### src/rtl/split_arbiter_2.sv
// Round-robin scheduler sharing one 2-way split stage among N_REQ requesters.
// Captures the winner's payload, drives both branches, collects both frees (or times out), then frees the requester.
module split_arbiter_2 #(
    parameter int unsigned DATA_WIDTH = 32,
    parameter int unsigned N_REQ      = 4,
    parameter int unsigned TIMEOUT    = 255
) (
    input  logic                          clk,
    input  logic                          rst,
    input  logic [N_REQ-1:0]              i_drive,
    input  logic [N_REQ*DATA_WIDTH-1:0]   i_data,
    output logic [N_REQ-1:0]              o_free,
    output logic                          o_driveNext0,
    output logic                          o_driveNext1,
    output logic [DATA_WIDTH-1:0]         o_data0,
    output logic [DATA_WIDTH-1:0]         o_data1,
    input  logic                          i_freeNext0,
    input  logic                          i_freeNext1,
    output logic [$clog2(N_REQ)-1:0]      o_grant_id,
    output logic                          o_busy,
    output logic                          o_timeout,
    output logic [7:0]                    o_err_cnt,
    output logic [N_REQ-1:0]              o_overrun
);

    localparam int unsigned GW = $clog2(N_REQ);
    localparam int unsigned TW = (TIMEOUT > 1) ? $clog2(TIMEOUT + 1) : 1;

    typedef enum logic [3:0] {
        S_IDLE  = 4'b0001,
        S_ISSUE = 4'b0010,
        S_WAIT  = 4'b0100,
        S_REL   = 4'b1000
    } state_e;

    state_e                  state_q, state_d;
    logic [N_REQ-1:0]        pending_q, pending_d;
    logic [N_REQ-1:0]        overrun_q, overrun_d;
    logic [N_REQ-1:0]        free_q, free_d;
    logic [N_REQ-1:0]        rel_vec;
    logic                    f0_q, f0_d, f1_q, f1_d;
    logic [TW-1:0]           timer_q, timer_d;
    logic [DATA_WIDTH-1:0]   data_q, data_d;
    logic [GW-1:0]           grant_q, grant_d;
    logic [GW-1:0]           last_q, last_d;
    logic [GW-1:0]           pick, idx;
    logic                    pick_vld;
    logic                    timeout_q, timeout_d;
    logic [7:0]              err_q, err_d;
    logic                    busy_q, busy_d;
    logic                    drive_q, drive_d;

    // Round-robin search starting one past the last granted requester
    always_comb begin
        pick     = '0;
        pick_vld = 1'b0;
        idx      = '0;
        for (int unsigned i = 1; i <= N_REQ; i++) begin
            idx = GW'((32'(last_q) + i) % N_REQ);
            if (!pick_vld && pending_q[idx]) begin
                pick     = idx;
                pick_vld = 1'b1;
            end
        end
    end

    always_comb begin
        rel_vec = '0;
        if (state_q == S_REL) rel_vec[grant_q] = 1'b1;
    end

    // Next-state and registered-output decode
    always_comb begin
        state_d   = state_q;
        grant_d   = grant_q;
        last_d    = last_q;
        data_d    = data_q;
        f0_d      = f0_q;
        f1_d      = f1_q;
        timer_d   = timer_q;
        timeout_d = timeout_q;
        err_d     = err_q;
        // A new drive in the release cycle wins over the clear
        pending_d = (pending_q & ~rel_vec) | i_drive;
        overrun_d = overrun_q | (i_drive & pending_q & ~rel_vec);

        unique case (state_q)
            S_IDLE: begin
                if (pick_vld) begin
                    grant_d = pick;
                    for (int unsigned k = 0; k < N_REQ; k++) begin
                        if (pick == GW'(k)) data_d = i_data[k*DATA_WIDTH +: DATA_WIDTH];
                    end
                    state_d = S_ISSUE;
                end
            end
            S_ISSUE: begin
                f0_d    = 1'b0;
                f1_d    = 1'b0;
                timer_d = TW'(TIMEOUT);
                state_d = S_WAIT;
            end
            S_WAIT: begin
                f0_d    = f0_q | i_freeNext0;
                f1_d    = f1_q | i_freeNext1;
                timer_d = timer_q - TW'(1);
                if (f0_d && f1_d) begin
                    state_d = S_REL;
                end else if ((TIMEOUT != 0) && (timer_q == TW'(1))) begin
                    state_d   = S_REL;
                    timeout_d = 1'b1;
                    if (err_q != 8'hFF) err_d = err_q + 8'd1;
                end
            end
            S_REL: begin
                last_d  = grant_q;
                state_d = S_IDLE;
            end
            default: state_d = S_IDLE;
        endcase

        busy_d  = (state_d != S_IDLE);
        drive_d = (state_d == S_ISSUE);
        free_d  = '0;
        if (state_d == S_REL) free_d[grant_q] = 1'b1;
    end

    always_ff @(posedge clk or negedge rst) begin
        if (!rst) begin
            state_q   <= S_IDLE;
            pending_q <= '0;
            overrun_q <= '0;
            free_q    <= '0;
            f0_q      <= 1'b0;
            f1_q      <= 1'b0;
            timer_q   <= '0;
            data_q    <= '0;
            grant_q   <= '0;
            last_q    <= GW'(N_REQ - 1);
            timeout_q <= 1'b0;
            err_q     <= '0;
            busy_q    <= 1'b0;
            drive_q   <= 1'b0;
        end else begin
            state_q   <= state_d;
            pending_q <= pending_d;
            overrun_q <= overrun_d;
            free_q    <= free_d;
            f0_q      <= f0_d;
            f1_q      <= f1_d;
            timer_q   <= timer_d;
            data_q    <= data_d;
            grant_q   <= grant_d;
            last_q    <= last_d;
            timeout_q <= timeout_d;
            err_q     <= err_d;
            busy_q    <= busy_d;
            drive_q   <= drive_d;
        end
    end

    assign o_free       = free_q;
    assign o_driveNext0 = drive_q;
    assign o_driveNext1 = drive_q;
    assign o_data0      = data_q;
    assign o_data1      = data_q;
    assign o_grant_id   = grant_q;
    assign o_busy       = busy_q;
    assign o_timeout    = timeout_q;
    assign o_err_cnt    = err_q;
    assign o_overrun    = overrun_q;

endmodule

### config.mk
export PLATFORM = sky130hd
export DESIGN_NAME = split_arbiter_2
export DESIGN_NICKNAME = d
export VERILOG_FILES = /design/src/rtl/split_arbiter_2.sv
export SDC_FILE = /design/constraint.sdc
export NUM_CORES = 1
export LEC_CHECK = 0
export BUFFER_PORTS_ARGS = -buffer_cell sky130_fd_sc_hd__buf_2
export CORE_MARGIN = 1.5
export CORE_UTILIZATION = 40
export DETAILED_ROUTE_END_ITERATION = 8
export GPL_TIMING_DRIVEN = 0
export PLACE_DENSITY = 0.69
export SETUP_SLACK_MARGIN = 0.02
export SYNTH_ARGS = -nofsm -noshare
export SYNTH_HDL_FRONTEND = slang
export SYNTH_SLANG_ARGS = --single-unit
### constraint.sdc
create_clock -name clk -period 4 [get_ports clk]
set_clock_uncertainty 0.15 [all_clocks]
set_input_delay 0 -clock clk [delete_from_list [all_inputs] [get_ports clk]]
set_output_delay 0 -clock clk [all_outputs]
set_load 0.01 [all_outputs]
==> impl_metrics.toml <==
[outcome]
outcome = "finished clean"

[sta]
fmax_mhz = 260
rsz0062_at_grt = "no"
hold_violations = 0
fin_crit_sh_pct = 96.1
min_period_ns = 3.85
finalSetupTns_ns = 0
worst_slack_ns = 0.154
setup_viol = 0
worst_pin_slew_ns = 1.02
slew_violations = 0
max-slew-margin-rel_pct = 31.8

[global_routing]
grt_pass1_wl_um = 24100
use_met1_pct = 31.8
met2_usage_pct = 47.9
gr-usage-all-layers_pct = 27.1
grt.overflow.total = 0
use_met3_pct = 5.64
grt_most_used_layer = "met2"
grt_max_degree = 74
grt_pass1_vias = 4981
antenna_found_initial = 0

[clock_network]
post_cts_buffers = 0
cts_root_buf = "clkbuf_8"
clk_transition_reported_paths_ns = 0.08
clk_latency_ns = 0.35
clockBufferDepth = 2
cts_buffers = 9
cts-htree-levels = 3
cts_tree = "built"
cts.sinks = 73

[logic_synthesis]
yosysTopAreaCell = "dfrtp_1"
syn-cell-area_um2 = 4260
synth.ff_latch_count = 73
ys_seq_area_share_pct = 43.0
yosysWarnings = 0
synth.area.top_cells = "dfrtp_1, mux2_2, mux2i_1"
syn-num-nets = 555
syn-instance-count = 416
synth_edf_count = 0
avgSynthCellArea_um2 = 10.2
post-synth-top-area-fraction_pct = 41.1
synth-async-reset-ratio_pct = 100
ys_types = 39
ys.flop_type = "dfrtp_1"

[drt]
dr.pass1.iters = 5
wirelength_um = 15200
vias = 4770
drcViolationCount = 0
viasPerCell = 5.29
wl_per_cell_um = 16.9
ant_nets = 0
drt-initial-drc-count = 245

[floorplanning]
num_rows = 37
core_area_um2 = 10300
pin_count = 222
initial_core_util_pct = 41.3
die_y_um = 106
die_w_um = 106
design.die.area_um2 = 11300

[min_path]
hold_path.class = "input pin to asynchronous set/reset pin"

[placed_design]
portBuffers = 221
post-place-ws_ns = 0.931
dp.final_hpwl_um = 9620
gp_congestion = 0.934

[power]
switching_share_pct = 39.9
pwr-share-seq_pct = 25.7
comb_power_share_pct = 59.1
total_power_mw = 4.68
p_clk_share_pct = 15.2
power_leakage_nw = 3.30
ir_worst_vdd_mv = 0.320
powerDensity_nw_per_um2 = 676
p_sw_mw = 1.87
p_int_mw = 2.81

[setup_path]
crit_family = "buffers and inverters"
worst-path-stages = 9
reg2reg_from = "last_q[1]"
cp_cell_sequence = "mux2i_1, o22ai_1, a21oi_1, clkbuf_4, clkbuf_4, mux2_2, dlygate4sd3_1, a221o_1, dlygate4sd3_1"
path_class = "flip-flop to flip-flop"
r2r_setup_slack_ns = 0.15
cp-end-kind = "flip-flop"
required_ns = 4.08
critPathLaunchType = "flip-flop"
arrival_ns = 3.92
slowest_delay_ns = 0.59
cp_slowest_cell = "dfstp_2"
rr_worst_depth = 9
timing.rr.end = "o_data0[30]"
critical_path.max_fanout = 10
path_buf_inv = 4

[cells_and_area]
finalNetCount = 900
area_growth_pct = 62.4
final_cell_mix = "buf_2, dlygate4sd3_1, dfrtp_1"
final_common_cell = "buf_2"
n_antenna_cell = 0
post-route-util_pct = 67.0
drive_gt1_share_pct = 41.3

[run]
maxCapViolations = 0
[state kept, by name (all words and copies together) (netlist names)]
| register | count |
|---|---|
| pending_q | 4 |
| f1_q | 1 |
| timer_q | 8 |
| o_driveNext0 | 1 |
| o_data0 | 32 |
| last_q | 2 |
| o_timeout | 1 |
| o_overrun | 4 |
| o_free | 4 |
| o_grant_id | 2 |
| o_err_cnt | 8 |
| f0_q | 1 |
| o_busy | 1 |
| state_q | 4 |
[worst max path at each step]
stage | slack, ns | from | to
finish | 0.15 | last_q[1] | o_data0[30]
detailed placement | 0.93 | last_q[1] | o_data0[20]
global route | 0.03 | last_q[1] | o_data0[30]
CTS | 0.05 | last_q[1] | o_data0[23]
floorplan | 1.53 | last_q[1] | o_data0[17]
global placement | 1.08 | last_q[1] | o_data0[18]
[per-stage QoR]
| stage | instances | hold slack, ns | area (um2) |
|---|---|---|---|
| 6_report | 902 | 0.172 | 6920 |
| 3_5_place_dp | 773 | 0.0453 | 5540 |
| 3_3_place_gp | 773 | 0.0469 | 5540 |
| 5_1_grt | 902 | 0.246 | 6920 |
| 2_1_floorplan | 416 | -0.446 | 4260 |
| 4_1_cts | 902 | 0.204 | 6910 |
[layout make-up]
cell class                 instances  area [um2]
fill                             820        3410
timing repair buffer             334        2240
multi-input combinational        268        2010
sequential                        73        1830
buffer                            61         372
tap                              136         170
clock buffer                      10         128
clock inverter                     6         113
inverter                          14        52.6
[cells by family (layout without fill, tap and decap cells)]
family	after synthesis	in the layout	share of synthesized area (%)
flip-flops	73	73	43.0
adder cells (fa/ha/maj)	3	3	0.881
AND/OR/NAND/NOR	129	129	15.9
buffers and inverters	75	425	9.78
multiplexers	69	69	17.2
AO/OA/AOI/OAI	54	54	10.6
XOR/XNOR	13	13	2.67
[power groups by stage]
stage | Sequential [mW] | Clock (mW) | Combinational, mW
CTS | 1.19 | 0.720 | 2.67
detailed placement | 1.20 | 0 | 2.25
finish | 1.20 | 0.711 | 2.76
global route | 1.23 | 0.754 | 2.97
floorplan | 1.23 | 0 | 1.42
global placement | 1.19 | 0 | 2.21
[what timing repair did]
| item | in CTS | in global routing |
|---|---|---|
| hold endpoints to repair | 115 | 0 |
| resized for setup | 0 | 3 |
| hold buffers | 113 | 0 |
| endpoints found under the setup margin | 0 | 5 |
[Yosys cell counts, types with 4 or more instances]
cell and number:
xor2_1 5, clkbuf_1 20, dfrtp_1 70, nand3_1 64, nand2_1 26, nand2b_1 4
nor4b_1 4, nor2_1 9, a221o_1 31, a21oi_1 4, o21ai_0 7, mux2i_1 35
mux2_2 34, nor3_1 5, xnor2_1 8, o21bai_1 5, buf_4 35, inv_1 13
[metal layers]
metal	wire length, um	vias up
met3	962	49
met4	474	0
li1	-	2178
met2	7710	252
met5	0	-
met1	6060	2291
(Power assumes the default switching activity.)
